File: config.mk
export PLATFORM = sky130hd
export DESIGN_NAME = cgra_cfg_loader
export DESIGN_NICKNAME = d
export VERILOG_FILES = /design/src/rtl/cgra_cfg_loader.sv
export SDC_FILE = /design/constraint.sdc
export NUM_CORES = 1
export LEC_CHECK = 0
export CORE_UTILIZATION = 37
export CTS_CLUSTER_DIAMETER = 150
export DETAILED_ROUTE_END_ITERATION = 7
export SYNTH_ARGS = -nofsm -noshare
export SYNTH_HDL_FRONTEND = slang
export SYNTH_SLANG_ARGS = --single-unit
File: constraint.sdc
create_clock -name clk_i -period 2.55 [get_ports clk_i]
set_input_delay 0.51 -clock clk_i [delete_from_list [all_inputs] [get_ports clk_i]]
set_output_delay 0.51 -clock clk_i [all_outputs]
set_load 0.005 [all_outputs]
File: src/rtl/cgra_cfg_loader.sv
// Fetches a configuration image over an OBI read port and streams it to the CGRA through a
// small FIFO. A credit check on OBI requests guarantees every read response finds FIFO space.
module cgra_cfg_loader #(
  parameter int unsigned FIFO_DEPTH = 4,
  parameter int unsigned LEN_W      = 10
) (
  input  logic             clk_i,
  input  logic             rst_i,
  input  logic             start_i,
  input  logic [31:0]      base_addr_i,
  input  logic [LEN_W-1:0] len_i,
  output logic             busy_o,
  output logic             done_o,
  output logic             obi_req_o,
  output logic [31:0]      obi_addr_o,
  output logic             obi_we_o,
  output logic [3:0]       obi_be_o,
  output logic [31:0]      obi_wdata_o,
  input  logic             obi_gnt_i,
  input  logic             obi_rvalid_i,
  input  logic [31:0]      obi_rdata_i,
  output logic             cfg_valid_o,
  output logic [31:0]      cfg_data_o,
  output logic             cfg_last_o,
  input  logic             cfg_ready_i
);

  localparam int unsigned PtrW = (FIFO_DEPTH > 1) ? $clog2(FIFO_DEPTH) : 1;
  localparam int unsigned CntW = $clog2(FIFO_DEPTH) + 1;

  typedef enum logic [1:0] {StIdle, StFetch, StDrain} state_e;

  state_e            state_q, state_d;
  logic [31:0]       addr_q, addr_d;
  logic [LEN_W-1:0]  issue_cnt_q, issue_cnt_d;
  logic [LEN_W-1:0]  pop_cnt_q, pop_cnt_d;
  logic [CntW-1:0]   outst_q, outst_d;
  logic [CntW-1:0]   fifo_cnt_q, fifo_cnt_d;
  logic [PtrW-1:0]   wr_ptr_q, wr_ptr_d;
  logic [PtrW-1:0]   rd_ptr_q, rd_ptr_d;
  logic              req_hold_q, req_hold_d;
  logic              done_q, done_d;
  logic [31:0]       mem_q [FIFO_DEPTH];

  logic              active;
  logic              credit_ok;
  logic              req;
  logic              gnt_fire;
  logic              push;
  logic              pop;
  logic              fifo_nempty;
  logic [CntW:0]     credit_sum;

  assign active      = (state_q != StIdle);
  assign fifo_nempty = (fifo_cnt_q != '0);
  assign credit_sum  = {1'b0, outst_q} + {1'b0, fifo_cnt_q};
  assign credit_ok   = (credit_sum < (CntW + 1)'(FIFO_DEPTH));
  // A pending request is held until granted even if credit later looks short.
  assign req         = (state_q == StFetch) && (issue_cnt_q != '0) && (req_hold_q || credit_ok);
  assign gnt_fire    = req && obi_gnt_i;
  assign push        = active && obi_rvalid_i;
  assign pop         = fifo_nempty && cfg_ready_i;

  always_comb begin
    state_d     = state_q;
    addr_d      = addr_q;
    issue_cnt_d = issue_cnt_q;
    pop_cnt_d   = pop_cnt_q;
    outst_d     = outst_q;
    fifo_cnt_d  = fifo_cnt_q;
    wr_ptr_d    = wr_ptr_q;
    rd_ptr_d    = rd_ptr_q;
    req_hold_d  = req && !obi_gnt_i;
    done_d      = 1'b0;

    unique case (state_q)
      StIdle: begin
        if (start_i) begin
          if (len_i != '0) begin
            addr_d      = base_addr_i & ~32'd3;
            issue_cnt_d = len_i;
            pop_cnt_d   = len_i;
            state_d     = StFetch;
          end else begin
            done_d = 1'b1;
          end
        end
      end
      StFetch: begin
        if (gnt_fire && (issue_cnt_q == LEN_W'(1))) state_d = StDrain;
      end
      StDrain: ;
      default: state_d = StIdle;
    endcase

    if (gnt_fire) begin
      addr_d      = addr_q + 32'd4;
      issue_cnt_d = issue_cnt_q - LEN_W'(1);
    end

    if (active && pop) begin
      pop_cnt_d = pop_cnt_q - LEN_W'(1);
      if (pop_cnt_q == LEN_W'(1)) begin
        state_d = StIdle;
        done_d  = 1'b1;
      end
    end

    case ({gnt_fire, push})
      2'b10:   outst_d = outst_q + CntW'(1);
      2'b01:   outst_d = outst_q - CntW'(1);
      default: outst_d = outst_q;
    endcase

    case ({push, pop})
      2'b10:   fifo_cnt_d = fifo_cnt_q + CntW'(1);
      2'b01:   fifo_cnt_d = fifo_cnt_q - CntW'(1);
      default: fifo_cnt_d = fifo_cnt_q;
    endcase

    if (push) wr_ptr_d = wr_ptr_q + PtrW'(1);
    if (pop)  rd_ptr_d = rd_ptr_q + PtrW'(1);
  end

  always_ff @(posedge clk_i) begin
    if (rst_i) begin
      state_q     <= StIdle;
      addr_q      <= '0;
      issue_cnt_q <= '0;
      pop_cnt_q   <= '0;
      outst_q     <= '0;
      fifo_cnt_q  <= '0;
      wr_ptr_q    <= '0;
      rd_ptr_q    <= '0;
      req_hold_q  <= 1'b0;
      done_q      <= 1'b0;
    end else begin
      state_q     <= state_d;
      addr_q      <= addr_d;
      issue_cnt_q <= issue_cnt_d;
      pop_cnt_q   <= pop_cnt_d;
      outst_q     <= outst_d;
      fifo_cnt_q  <= fifo_cnt_d;
      wr_ptr_q    <= wr_ptr_d;
      rd_ptr_q    <= rd_ptr_d;
      req_hold_q  <= req_hold_d;
      done_q      <= done_d;
    end
  end

  // Storage needs no reset: it is only observed through fifo_cnt_q.
  always_ff @(posedge clk_i) begin
    if (push) mem_q[wr_ptr_q] <= obi_rdata_i;
  end

  assign busy_o      = active;
  assign done_o      = done_q;
  assign obi_req_o   = req;
  assign obi_addr_o  = addr_q;
  assign obi_we_o    = 1'b0;
  assign obi_be_o    = 4'b1111;
  assign obi_wdata_o = '0;
  assign cfg_valid_o = fifo_nempty;
  assign cfg_data_o  = fifo_nempty ? mem_q[rd_ptr_q] : '0;
  assign cfg_last_o  = fifo_nempty && (pop_cnt_q == LEN_W'(1));

endmodule

==> results.md, run 1 <==
- Final HPWL DP: roughly 13 mm
- Syn Inst Count: between 700 and 800
- First-pass GRT wire length: roughly 31 mm
- Switching Share: 0.2879
- Vias in the first global route: between 5000 and 6000
- Largest net degree at the start of global routing: 35
- Peak VDD IR: a little over 0.0006 V
- Post-DRT Antenna Nets: 0
- Vias per std cell: 5.073
- Main flop type after synthesis: edfxtp_1
- RSZ-0062 raised after global routing: false
- Pleak: 4.066 nW
- Combinational power share: 0.250
- Commonest non-fill, non-tap cells in the layout: 128 x edfxtp_1, 109 x clkdlybuf4s50_1, 64 x dfxtp_1
- Final Util: 0.4962
- Initial antenna violation count: 0
- Met3 usage: 0.03074
- Switching pwr: approximately 2.4 mW
- Layout Nets: approximately 1000
- IO Count: between 150 and 200
- Hold WC Path Type: flip-flop to flip-flop
- Crit path DAT: between 1.5 and 2 ns
- Leading cell type in the layout, fill and taps excluded: edfxtp_1
- N_diodes: 0
- Syn Area/Cell: between 10 and 15 µm²
- Fmax: just over 400 MHz
- CTS tree: built
- Final Slew Violations: 0
- Die height: 156.8 µm
- FF-to-FF End: outst_q[2]$_SDFFE_PP0P_
- Number of core rows: 56
- Period minus WS final: around 2.5 ns
- Area grow syn2layout: 31.40%
- TritonCTS Sinks: between 150 and 200
- GRT busiest layer: met2
- Clock share of power: 0.325
- WP data required: 2.04 ns
- Placed cell area: 10900 µm²
- Largest fanout on the critical path: 5
- PnR worst setup slack: about 0.075 ns
- Max cap viols: 0
- M1 GR Usage: 0.2196
- Worst R2R Start: outst_q[2]$_SDFFE_PP0P_
- Sequential share of power: 0.425
- Worst hold slack: just under 0.5 ns
- Initial cell density of the core: 0.3776
- Placement Setup Slack: -0.09637 ns
- Hold_buf cts: 0
- Synth warn: 0
- Met2 Usage GRT: 0.2679
- Slew headroom: 0.5856
- # DRC: 0
- Critical path class: flip-flop to primary output
- Clock buffer depth: 2
- Layout cells sized above 1: 0.1689
- Worst-path clk slew: 0.07 ns
- Final setup violation count: 0
- Final Cell Area: 11650 µm²
- All-Layer GR Usage: 0.1647
- Final period util: 0.9706
- Drt pass-1 iters: 5
- Endpoints failing hold: 0
- Port buffer count: about 140
- Vias: just over 6000
- Power Dens Cells: 730.4 nW/µm²
- Worst Hold End: outst_q[2]$_SDFFE_PP0P_
- Gr ovfl total: 0
- WL/cell: ~16 µm
- Post-synthesis async set-or-reset flop share: 0
- Status: finished clean
- Synth Cell Area: 8864 µm²
- Placer Congestion: roughly 0.8
- Worst hold start: outst_q[2]$_SDFFE_PP0P_
- Reg-to-reg setup timing slack: around 0.18 ns
- Worst-skew pair later-pin latency: between 0.4 and 0.5 ns
- Final WL: approximately 20 mm
- Die Area: about 25000 µm²
- CTS H-tree lvls: 4
- Sequential share of the synthesized area: 0.5827
- Clock root cell: clkbuf_16
- Post-synth EDFFs: ~130
- CP Capture Type: primary output
- R2R cell count: 12
- Num CTS Buffers: 17
- Internal power: 6.057 mW
- Slew @ Worst Pin: slightly above 0.6 ns
- CP Launch Type: flip-flop
- Final setup skew: around 0.011 ns
- Hold path depth: 2
- DRT iter0 DRCs: approximately 360
- Chip Width: between 150 and 200 µm
- Core ar.: 23470 µm²
- Synth cell types: 63
- Yosys reg bits: 194
## per-stage QoR
step                setup TNS [ns]  instances  total power, mW
detailed placement         -0.5751       1183            5.830
global route                     0       1219            8.938
CTS                              0       1219            8.627
finish                           0       1219            8.506
global placement           -0.3165       1183            5.805
floorplan                        0        739            4.773
## worst max path at each step
stage	startpoint	to	slack [ns]	depth (start not counted)
global route	flip-flop	cfg_data_o[28]	0.001	5
finish	flip-flop	cfg_data_o[28]	0.07	5
floorplan	issue_cnt_q[0]$_SDFFE_PP0P_	outst_q[2]$_SDFFE_PP0P_	0.04	13
global placement	obi_gnt_i	outst_q[2]$_SDFFE_PP0P_	-0.08	11
CTS	flip-flop	cfg_data_o[28]	0.04	5
detailed placement	obi_gnt_i	outst_q[2]$_SDFFE_PP0P_	-0.1	11
## power groups by stage
| stage | combinational (mW) | sequential (mW) | clock, mW |
|---|---|---|---|
| final | 2.13 | 3.61 | 2.76 |
| after global routing | 2.34 | 3.64 | 2.96 |
| after CTS | 2.17 | 3.61 | 2.85 |
| after detailed placement | 2.15 | 3.68 | 0 |
| after global placement | 2.13 | 3.67 | 0 |
| after floorplan | 1.13 | 3.65 | 0 |
## cells in the mapped netlist (all sizes together) (11+ instances only)
master	instances	area (µm²)
a21oi	21	116.4
a31oi	29	181.4
and2	35	219.0
and3	11	68.82
buf	55	395.4
clkbuf	17	63.81
dfxtp	66	1321
edfxtp	128	3844
ha	13	162.7
inv	22	82.58
mux4	32	720.7
nand2	58	217.7
nand3	23	115.1
nand4	19	125.1
nor2	32	130.1
nor3	11	60.06
o211ai	17	127.6
or3	16	100.1
## layout make-up
type                    instances  area [µm²]
flip-flops and latches        194        5170
well taps                     319       399.1
clock buffers                  17       425.4
inverters                      22       82.58
clock inverters                15       217.7
repair buffers                201        2012
multi-input cells             451        3339
fillers                      2098       11830
## registers in the layout, summed over array words and instances, names as in the netlist, named ones only
register and cells:
mem_q 128, obi_addr_o 30, issue_cnt_q 10, pop_cnt_q 10, fifo_cnt_q 3, outst_q 3, rd_ptr_q 2, state_q 2
wr_ptr_q 2, done_o 1, req_hold_q 1
## metal layers
| metal | vias up | wire (µm) | share of wire |
|---|---|---|---|
| li1 | 2992 | - | - |
| met1 | 3026 | 9057 | 0.46 |
| met2 | 152 | 9569 | 0.49 |
| met3 | 14 | 869 | 0.044 |
| met4 | 0 | 224 | 0.011 |
| met5 | - | 0 | 0 |
## critical path, stage by stage (launching register included)
cell           delay, ns
dfxtp_4             0.40
buf_12              0.13
buf_16              0.12
mux4_2              0.47
and2_1              0.16
dlygate4sd2_1       0.25
## what timing repair did
item                       4_1_cts  5_1_grt
setup endpoints to repair       35        2
cloned                           2        0
pin swaps                        2        3
buffers inserted                 2        0
resized for setup               46        5
## kinds of logic after synthesis
logic type | count (synthesis) | synth area share
adder cells (fa/ha/maj) | 15 | 0.02287
buffers and inverters | 94 | 0.06112
XOR/XNOR | 6 | 0.005929
AND/OR/NAND/NOR | 241 | 0.1477
AO/OA/AOI/OAI | 113 | 0.09133
flip-flops | 194 | 0.5827
other | 2 | 0.0008473
multiplexers | 37 | 0.08752
No activity file was read; power rests on OpenSTA's default activity.
==> run 2, diff against run 1 <==
--- a/config.mk
+++ b/config.mk
@@ -6,6 +6,7 @@
 export NUM_CORES = 1
 export LEC_CHECK = 0
 export CORE_UTILIZATION = 37
+export CTS_BUF_LIST = sky130_fd_sc_hd__clkbuf_8
 export CTS_CLUSTER_DIAMETER = 150
 export DETAILED_ROUTE_END_ITERATION = 7
 export SYNTH_ARGS = -nofsm -noshare
==> results.md, run 2 (synthesized netlist as in run 1, its figures left out) <==
- Switching Share: 0.3025 (+0.01461)
- All-Layer GR Usage: 0.1665 (+0.001845)
- # DRC: 0 (unchanged)
- Slowest cell on crit path: mux4_2
- Pleak: 4.001 nW (-1.6%)
- Slew headroom: 0.5885 (+0.002902)
- Final Util: 0.4955 (-0.0006930)
- Initial antenna violation count: 0 (unchanged)
- CTS tree: built
- Peak VDD IR: 0.0004115 V (-34%)
- CP max stage delay: 0.48 ns (about the same)
- Port buffer count: 144 (unchanged)
- Worst-skew pair later-pin latency: 0.48 ns (+0.04 ns)
- Internal power: 5.729 mW (-5.4%)
- TritonCTS Sinks: 194 (unchanged)
- Combinational power share: 0.303 (+0.053)
- Final Cell Area: 11630 µm² (-0.14%)
- Endpoints failing hold: 0 (unchanged)
- Vias: 6258 (+1.2%)
- RSZ-0062 raised after global routing: true
- Final Slew Violations: 0 (unchanged)
- Area grow syn2layout: 31.21%
- Switching pwr: 2.485 mW (+1.5%)
- Layout cells sized above 1: 0.2195 (+0.05065)
- CTS H-tree lvls: 4 (unchanged)
- Top cell by count, worst path: buf_6
- Placer Congestion: 0.7910 (unchanged)
- Crit path DAT: 2.01 ns (+0.04 ns)
- Clock root cell: clkbuf_8
- Die Area: 24580 µm² (unchanged)
- Vias per std cell: 5.088 (+0.29%)
- Worst-path clk slew: 0.12 ns (+0.05 ns)
- Number of core rows: 56 (unchanged)
- WL/cell: 16.39 µm (+1.3%)
- Largest fanout on the critical path: 4 (-1)
- Core ar.: 23470 µm² (unchanged)
- Initial cell density of the core: 0.3776 (unchanged)
- Largest register FFs: 128 (unchanged)
- Hold WC Path Type: primary input to flip-flop
- Layout Nets: 993 (+1.1%)
- Clock buffer depth: 2 (unchanged)
- Fmax: 396.2 MHz (-1.9%)
- Max cap viols: 0 (unchanged)
- First-pass GRT wire length: 31.37 mm (+1.2%)
- Sequential share of power: 0.439 (+0.014)
- Final setup skew: 0.01783 ns (+0.006554 ns)
- CP Capture Type: primary output
- FILL cells: 2084 (-0.67%)
- Chip Width: 156.8 µm (unchanged)
- Die height: 156.8 µm (unchanged)
- CP Launch Type: flip-flop
- Total power draw: 8.214 mW (-3.4%)
- FF/Latch Area: 5172 µm² (about the same)
- WP data required: 2.04 ns (about the same)
- Final HPWL DP: 13.24 mm (unchanged)
- DRT iter0 DRCs: 323 (-10%)
- Status: finished clean
- Commonest non-fill, non-tap cells in the layout: 128 x edfxtp_1, 108 x clkdlybuf4s50_1, 62 x dfxtp_1
- Period minus WS final: 2.524 ns (+0.04855 ns)
- N_diodes: 0 (unchanged)
- Placed cell area: 10900 µm² (unchanged)
- Num CTS Buffers: 17 (unchanged)
- Drt pass-1 iters: 4 (-1)
- Clock share of power: 0.258 (-0.067)
- Multi-input gate area: 3382 µm² (+1.3%)
- Hold_buf cts: 0 (unchanged)
- IO Count: 186 (unchanged)
- Final setup violation count: 0 (unchanged)
- Crit-path cells: buf_6 -> buf_8 -> buf_16 -> buf_6 -> mux4_2 -> and2_4 -> buf_6
- Gr ovfl total: 0 (unchanged)
- Power Dens Cells: 706.3 nW/µm² (-3.3%)
- Final period util: 0.9897 (+0.01904)
- Largest reg by FF count: mem_q
- Post-DRT Antenna Nets: 0 (unchanged)
- Slew @ Worst Pin: 0.6116 ns (-0.004314 ns)
- Leading cell type in the layout, fill and taps excluded: edfxtp_1
- Final WL: 20.16 mm (+2.3%)
- Vias in the first global route: 5912 (+0.63%)
- Critical path class: flip-flop to primary output
- Largest net degree at the start of global routing: 33 (-5.7%)
==> run 2: cell type report <==
cell class	instances	area share
clock buffers	17	0.02012
well taps	319	0.03432
repair buffers	212	0.1842
clock inverters	15	0.01872
flip-flops and latches	194	0.4448
inverters	22	0.007101
multi-input cells	451	0.2908
==> run 2: through the flow <==
stage,hold WS (ns),setup TNS (ns),cells,worst slack [ns]
floorplan,0.4568,0,739,0.04362
global placement,0.4708,-0.3165,1183,-0.07518
detailed placement,0.4841,-0.5751,1183,-0.09637
finish,0.5004,0,1230,0.02631
CTS,0.4774,-0.2909,1233,-0.07882
global route,0.5023,-0.2744,1230,-0.05810
==> run 2: final timing paths <==
kind,startpoint,end,slack (ns),depth (start not counted)
worst min register to register,wr_ptr_q[0]$_SDFFE_PP0P_,wr_ptr_q[0]$_SDFFE_PP0P_,0.50,2
worst max register to register,fifo_cnt_q[2]$_SDFFE_PP0P_,outst_q[2]$_SDFFE_PP0P_,0.14,12
worst min-delay path,rst_i,issue_cnt_q[9]$_SDFFE_PP0P_,0.50,2
worst max-delay path,flip-flop,cfg_data_o[28],0.03,7
==> run 2: worst max-delay path, delay by kind of cell (launching register included) <==
kind	cells	cell delay, ns
AND/OR/NAND/NOR	1	0.15
flip-flops	1	0.37
multiplexers	1	0.48
buffers and inverters	5	0.55
==> run 2: power by group through the flow <==
stage                     Combinational, mW  Sequential [mW]  Clock, mW
final                                  2.49             3.61       2.12
after global placement                 2.13             3.67          0
after global routing                   2.71             3.63       2.30
after floorplan                        1.13             3.65          0
after CTS                              2.66             3.60       2.18
after detailed placement               2.15             3.68          0
==> run 2: metal layers <==
layer	global-route usage	up-vias	routed length [µm]
li1	-	3003	-
met1	0.2228	3062	9212
met2	0.2730	175	9769
met3	0.02991	18	933
met4	0.05322	0	249
met5	0	-	0
==> run 2: timing repair <==
action,in CTS,in global routing
endpoints found under the setup margin,35,32
cloned,5,0
buffers inserted,13,1
resized for setup,123,32
pin swaps,23,5
